==> src/rtl/ysyx_25040109_mem_arbiter_pkg.sv <==
// Shared encodings for the IFU/LSU data-memory arbiter: FSM states, owner codes,
// store length codes and the default timeout.
package ysyx_25040109_mem_arbiter_pkg;

  localparam int unsigned ARB_ADDR_W         = 32;
  localparam int unsigned ARB_TIMEOUT_CYCLES = 255;

  typedef enum logic [1:0] {
    ST_IDLE      = 2'd0,
    ST_GRANT_IFU = 2'd1,
    ST_GRANT_LSU = 2'd2
  } arb_state_e;

  // Values double as the arb_owner debug output encoding.
  typedef enum logic [1:0] {
    OWNER_NONE = 2'b00,
    OWNER_IFU  = 2'b01,
    OWNER_LSU  = 2'b10
  } arb_owner_e;

  localparam logic [2:0] WLEN_B = 3'b001;
  localparam logic [2:0] WLEN_H = 3'b010;
  localparam logic [2:0] WLEN_W = 3'b100;

  // Round-robin pick: on a tie the master that did not finish last wins.
  function automatic arb_owner_e arb_pick(input logic ifu_req, input logic lsu_req,
                                          input arb_owner_e last_owner);
    arb_owner_e pick;
    pick = OWNER_NONE;
    if (ifu_req && lsu_req) begin
      pick = (last_owner == OWNER_IFU) ? OWNER_LSU : OWNER_IFU;
    end else if (ifu_req) begin
      pick = OWNER_IFU;
    end else if (lsu_req) begin
      pick = OWNER_LSU;
    end
    return pick;
  endfunction

endpackage

==> src/rtl/ysyx_25040109_mem_arbiter_watchdog.sv <==
// Transaction watchdog: cleared while idle, counts waiting cycles, and pulses
// expire_o on the cycle the count reaches TIMEOUT_CYCLES.
module ysyx_25040109_arb_watchdog #(
  parameter int unsigned TIMEOUT_CYCLES = 255
) (
  input  logic clk,
  input  logic rst,
  input  logic clr_i,
  input  logic en_i,
  output logic expire_o
);

  localparam int unsigned CNT_W = $clog2(TIMEOUT_CYCLES + 1);

  logic [CNT_W-1:0] cnt_q;
  logic [CNT_W-1:0] cnt_d;
  logic [CNT_W-1:0] cnt_inc;

  assign cnt_inc  = cnt_q + CNT_W'(1);
  assign expire_o = en_i && (cnt_inc == CNT_W'(TIMEOUT_CYCLES));

  always_comb begin
    cnt_d = cnt_q;
    if (clr_i || expire_o) begin
      cnt_d = '0;
    end else if (en_i) begin
      cnt_d = cnt_inc;
    end
  end

  always_ff @(posedge clk) begin
    if (rst) begin
      cnt_q <= '0;
    end else begin
      cnt_q <= cnt_d;
    end
  end

endmodule

==> src/rtl/ysyx_25040109_mem_arbiter.sv <==
// Round-robin arbiter sharing one data-memory port between IFU and LSU.
// Define YSYX_25040109_ARB_TIMEOUT_EN to add forced error completion on slave silence.
module ysyx_25040109_mem_arbiter
  import ysyx_25040109_mem_arbiter_pkg::*;
#(
  parameter int unsigned ADDR_W         = ARB_ADDR_W,
  parameter int unsigned TIMEOUT_CYCLES = ARB_TIMEOUT_CYCLES
) (
  input  logic              clk,
  input  logic              rst,
  input  logic              ifu_ren,
  input  logic [ADDR_W-1:0] ifu_raddr,
  output logic [ADDR_W-1:0] ifu_rdata,
  output logic              ifu_rvalid,
  output logic              ifu_err,
  input  logic              lsu_ren,
  input  logic              lsu_wen,
  input  logic [ADDR_W-1:0] lsu_raddr,
  input  logic [ADDR_W-1:0] lsu_waddr,
  input  logic [ADDR_W-1:0] lsu_wdata,
  input  logic [2:0]        lsu_wlen,
  output logic [ADDR_W-1:0] lsu_rdata,
  output logic              lsu_rvalid,
  output logic              lsu_wready,
  output logic              lsu_err,
  output logic              mem_ren,
  output logic [ADDR_W-1:0] mem_raddr,
  output logic              mem_wen,
  output logic [ADDR_W-1:0] mem_waddr,
  output logic [ADDR_W-1:0] mem_wdata,
  output logic [2:0]        mem_wlen,
  input  logic [ADDR_W-1:0] mem_rdata,
  input  logic              mem_rvalid,
  input  logic              mem_wready,
  output logic [1:0]        arb_owner
);

  arb_state_e state_q;
  arb_owner_e last_owner_q;
  arb_owner_e owner_q;
  arb_owner_e pick;

  logic ifu_req;
  logic lsu_req;
  logic grant_ifu;
  logic grant_lsu;
  logic busy;
  logic owner_req;
  logic rd_done;
  logic wr_done;
  logic expire;
  logic timeout_done;
  logic done;

  assign ifu_req = ifu_ren;
  assign lsu_req = lsu_ren | lsu_wen;
  assign pick    = arb_pick(ifu_req, lsu_req, last_owner_q);

  // Grants are masked by rst so the slave port drops while reset is held.
  assign grant_ifu = (state_q == ST_GRANT_IFU) && !rst;
  assign grant_lsu = (state_q == ST_GRANT_LSU) && !rst;
  assign busy      = grant_ifu | grant_lsu;
  assign owner_req = (grant_ifu & ifu_req) | (grant_lsu & lsu_req);

  // A simultaneous LSU read+write is illegal; the write is forwarded.
  assign mem_ren   = (grant_ifu & ifu_ren) | (grant_lsu & lsu_ren & ~lsu_wen);
  assign mem_raddr = grant_ifu ? ifu_raddr : (grant_lsu ? lsu_raddr : '0);
  assign mem_wen   = grant_lsu & lsu_wen;
  assign mem_waddr = grant_lsu ? lsu_waddr : '0;
  assign mem_wdata = grant_lsu ? lsu_wdata : '0;
  assign mem_wlen  = grant_lsu ? lsu_wlen : 3'b000;

  assign rd_done      = mem_ren & mem_rvalid;
  assign wr_done      = mem_wen & mem_wready;
  assign timeout_done = expire & owner_req;
  assign done         = rd_done | wr_done | timeout_done;

`ifdef YSYX_25040109_ARB_TIMEOUT_EN
  ysyx_25040109_arb_watchdog #(
    .TIMEOUT_CYCLES(TIMEOUT_CYCLES)
  ) u_watchdog (
    .clk     (clk),
    .rst     (rst),
    .clr_i   (~busy),
    .en_i    (busy & ~rd_done & ~wr_done),
    .expire_o(expire)
  );

  assign ifu_err = grant_ifu & timeout_done;
  assign lsu_err = grant_lsu & timeout_done;
`else
  localparam int unsigned UNUSED_TIMEOUT_CYCLES = TIMEOUT_CYCLES;

  assign expire  = 1'b0;
  assign ifu_err = 1'b0;
  assign lsu_err = 1'b0;
`endif

  // Responses reach only the owner; rdata is zero outside a real read completion.
  assign ifu_rvalid = grant_ifu & (rd_done | timeout_done);
  assign ifu_rdata  = (grant_ifu & rd_done) ? mem_rdata : '0;
  assign lsu_rvalid = grant_lsu & (rd_done | (timeout_done & ~lsu_wen));
  assign lsu_wready = grant_lsu & (wr_done | (timeout_done & lsu_wen));
  assign lsu_rdata  = (grant_lsu & rd_done) ? mem_rdata : '0;

  assign arb_owner = owner_q;

  always_ff @(posedge clk) begin
    if (rst) begin
      state_q      <= ST_IDLE;
      last_owner_q <= OWNER_IFU;
      owner_q      <= OWNER_NONE;
    end else begin
      case (state_q)
        ST_IDLE: begin
          if (pick == OWNER_IFU) begin
            state_q <= ST_GRANT_IFU;
            owner_q <= OWNER_IFU;
          end else if (pick == OWNER_LSU) begin
            state_q <= ST_GRANT_LSU;
            owner_q <= OWNER_LSU;
          end
        end
        ST_GRANT_IFU, ST_GRANT_LSU: begin
          if (done) begin
            state_q      <= ST_IDLE;
            owner_q      <= OWNER_NONE;
            last_owner_q <= owner_q;
          end else if (!owner_req) begin
            // Aborted by the master: fairness history is left untouched.
            state_q <= ST_IDLE;
            owner_q <= OWNER_NONE;
          end
        end
        default: begin
          state_q <= ST_IDLE;
          owner_q <= OWNER_NONE;
        end
      endcase
    end
  end

endmodule

==> config.mk <==
export PLATFORM = sky130hd
export DESIGN_NAME = ysyx_25040109_mem_arbiter
export DESIGN_NICKNAME = d
export VERILOG_FILES = /design/src/rtl/ysyx_25040109_mem_arbiter_pkg.sv /design/src/rtl/ysyx_25040109_mem_arbiter_watchdog.sv /design/src/rtl/ysyx_25040109_mem_arbiter.sv
export SDC_FILE = /design/constraint.sdc
export NUM_CORES = 1
export LEC_CHECK = 0
export ABC_AREA = 1
export CAP_MARGIN = 20
export CORE_AREA = 2 2 132 134
export CTS_BUF_LIST = sky130_fd_sc_hd__clkbuf_8
export DETAILED_ROUTE_END_ITERATION = 12
export DIE_AREA = 0 0 134 136
export GPL_ROUTABILITY_DRIVEN = 0
export PLACE_DENSITY = 0.52
export SYNTH_ARGS = -nofsm -noshare
export SYNTH_HDL_FRONTEND = slang
export SYNTH_HIERARCHICAL = 1
export SYNTH_SLANG_ARGS = --single-unit
==> constraint.sdc <==
create_clock -name clk -period 3.8 [get_ports clk]
set_clock_uncertainty 0.15 [all_clocks]
set_input_delay 0.76 -clock clk [delete_from_list [all_inputs] [get_ports clk]]
set_output_delay 0.76 -clock clk [all_outputs]
set_load 0.01 [all_outputs]
==> run metrics <==
worst reg2reg path startpoint arb_owner[0]$_SDFFE_PP0P_; R2R Setup Slk ~1800 ps; worst reg2reg path endpoint arb_owner[0]$_SDFFE_PP0P_; clk buf depth 2; drt pass-1 iters 4; post-synthesis sequential area ratio 0.04501; global-route wire length before repair approximately 16000 um; synthesized instance count between 400 and 500; Worst Path Required about 2900 ps; post-CTS setup buffer count 0; worst path cell trace clkdlybuf4s50_1 -> nor2_4 -> nand2_1 -> nand2_2 -> nand2_4 -> nor2_4 -> inv_2 -> buf_12 -> nor2_1 -> clkdlybuf4s50_1; io pins about 340; Pwr Density roughly 120 nW/um^2; most frequent cells after synthesis nor2_1, inv_1, nand2_1; CTS hold repair buffers 0; final-report setup violation count 0; Register Area 80.08 um^2; Hold Path Class reg -> reg; die area approximately 18000 um^2; initial antenna violation count 0; CP arrival 2730 ps; DRC Markers 0; wire length per cell between 10 and 15 um; hold_sp last_owner_q[1]$_SDFFE_PP0P_; Synth async-reset ratio 0; HPWL Detailed 9414 um; H-tree depth 1; routed vias/inst 3.484; DR iter-0 viols 64; startpoint types input port; Worst Setup End Kind output pin; root buffer cell clkbuf_8; Placed Cells 958; PortBufs 339; Slew Limit Fails 0; vias in the first global route between 3k and 4k; DP Area about 5400 um^2; area delta synth->final 206.4%; slowest CP cell clkdlybuf4s50_1; largest net degree at the start of global routing a little under 70; cell row count 48; Fill cells 1815; status finished, final reports clean; Hold Path Depth 2; area occupied by multi-input gates 1134 um^2; fin nets just over 900; Post-synth EDFFs 0; Syn Area/Cell 4.350 um^2; Antenna diodes 0; all-layer global routing usage 0.1115; clk_lat worst skew between 200 and 250 ps; Leak 2.600 nW; CTS tree yes; synth top area cells nor2_1, inv_1, nand2_1, nand3_1, dfxtp_1; post-route cell area 5451 um^2; Final period util 0.9582; R2R cell count 11; yosys warns 6; gr ovfl total 0; antenna viol nets, final 0; final setup TNS 0 ps; routed vias 3348; max_cap viols 0; Period minus WS final 3641 ps; critical path startpoint rst; worst hold endpoint last_owner_q[1]$_SDFFE_PP0P_; Die Height 136 um; Hold Vio Cnt, Final 0; core area 16880 um^2; final non-filler cell total 961; layout cell share with drive strength beyond 1 0.02989; #FFs+latches synth 4; Synth top area share 0.2890; Netlist cell types 20; Max VDD drop roughly 0.00010 V; post-CTS sizing 0; critical path buffer and inverter count 4; crit path max fanout 32; die width between 100 and 150 um; RSZ-0062 raised after global routing false; count leader, synth nor2_1; kind of critical path in -> out; Routed WL 11200 um; clk slew on worst S/H paths around 30 ps; CP top delay family buffers and inverters; Main synth FF type dfxtp_1; cell accounting for the most synthesized area nor2_1; maximum clock rate between 200 and 300 MHz; Sink Count 4; CTS buffer count 3; Mapped Area around 1800 um^2; Starting Density 0.1054; CP peak stage delay between 500 and 600 ps
-- where the power goes --
part | internal (mW) | leakage [nW] | switching [mW]
combinational | 0.319 | 2.55 | 0.213
sequential | 0.0457 | 0.0327 | 0.00391
clock | 0.0678 | 0.0216 | 0.0258
total | 0.432 | 2.60 | 0.242
-- sequential cells by signal, summed over array words and instances, names as in the netlist --
name,cells
arb_owner,2
last_owner_q,2
-- placed cells by master, fill, tap and decap left out --
cell	n
nand2_4	1
o211ai_1	2
ha_1	3
nor2_4	3
dfxtp_1	4
buf_12	3
inv_1	109
o21ai_0	1
nand2_1	77
nor2_1	136
conb_1	2
nand3_1	37
inv_2	4
clkdlybuf4s50_1	339
nor2_2	2
buf_4	5
nand2_2	1
a21oi_1	4
clkbuf_8	3
-- kinds of logic (layout without fill, tap and decap cells) --
group,Yosys count,count (layout),share of synthesized area
buffers and inverters,137,463,0.3214
and+or+nand+nor,257,257,0.5879
other,1,2,0.002108
adders and majority gates,3,3,0.02110
DFF,4,4,0.04501
AOI/OAI and AO/OA,7,7,0.02250
-- metrics by stage --
| step | setup WS, ps | utilization | power, mW | hold slack [ps] |
|---|---|---|---|---|
| 4_1_cts | 150.8 | 0.3230 | 0.6852 | 318.6 |
| 5_1_grt | 56.19 | 0.3230 | 0.7238 | 325.8 |
| 6_report | 158.9 | 0.3230 | 0.6746 | 317.3 |
| 3_3_place_gp | 190.0 | 0.3206 | 0.5887 | 311.4 |
| 3_5_place_dp | 153.0 | 0.3206 | 0.5860 | 314.7 |
| 2_1_floorplan | 1210 | - | 0.2250 | 283.4 |
-- per-layer routing --
| metal | global-route usage | routed length, um | vias to the layer above |
|---|---|---|---|
| li1 | - | - | 1789 |
| met1 | 0.1195 | 4198 | 1360 |
| met2 | 0.2222 | 5793 | 191 |
| met3 | 0.02610 | 1082 | 8 |
| met4 | 0.02009 | 126 | 0 |
| met5 | 0 | 0 | - |
-- how the worst max path moves through the flow --
stage,end,depth (start not counted)
finish,lsu_rdata[28],10
global route,ifu_rdata[6],10
CTS,lsu_rdata[28],10
detailed placement,lsu_rdata[28],10
global placement,ifu_rdata[6],10
floorplan,lsu_rdata[10],8
-- cell type report --
| type | count | area share |
|---|---|---|
| Timing Repair Buffer | 347 | 0.6403 |
| Multi-Input combinational cell | 269 | 0.2079 |
| Inverter | 113 | 0.07781 |
| Tap cell | 225 | 0.05164 |
| Sequential cell | 4 | 0.01469 |
| Clock buffer | 3 | 0.007574 |
-- tightest hold or removal path, delay by kind of cell (launching register included) --
| kind | cells | cell delay [ps] |
|---|---|---|
| flip-flops | 1 | 300 |
| AND/OR/NAND/NOR | 1 | 60 |
| AO/OA/AOI/OAI | 1 | 50 |
(Power assumes the default switching activity.)
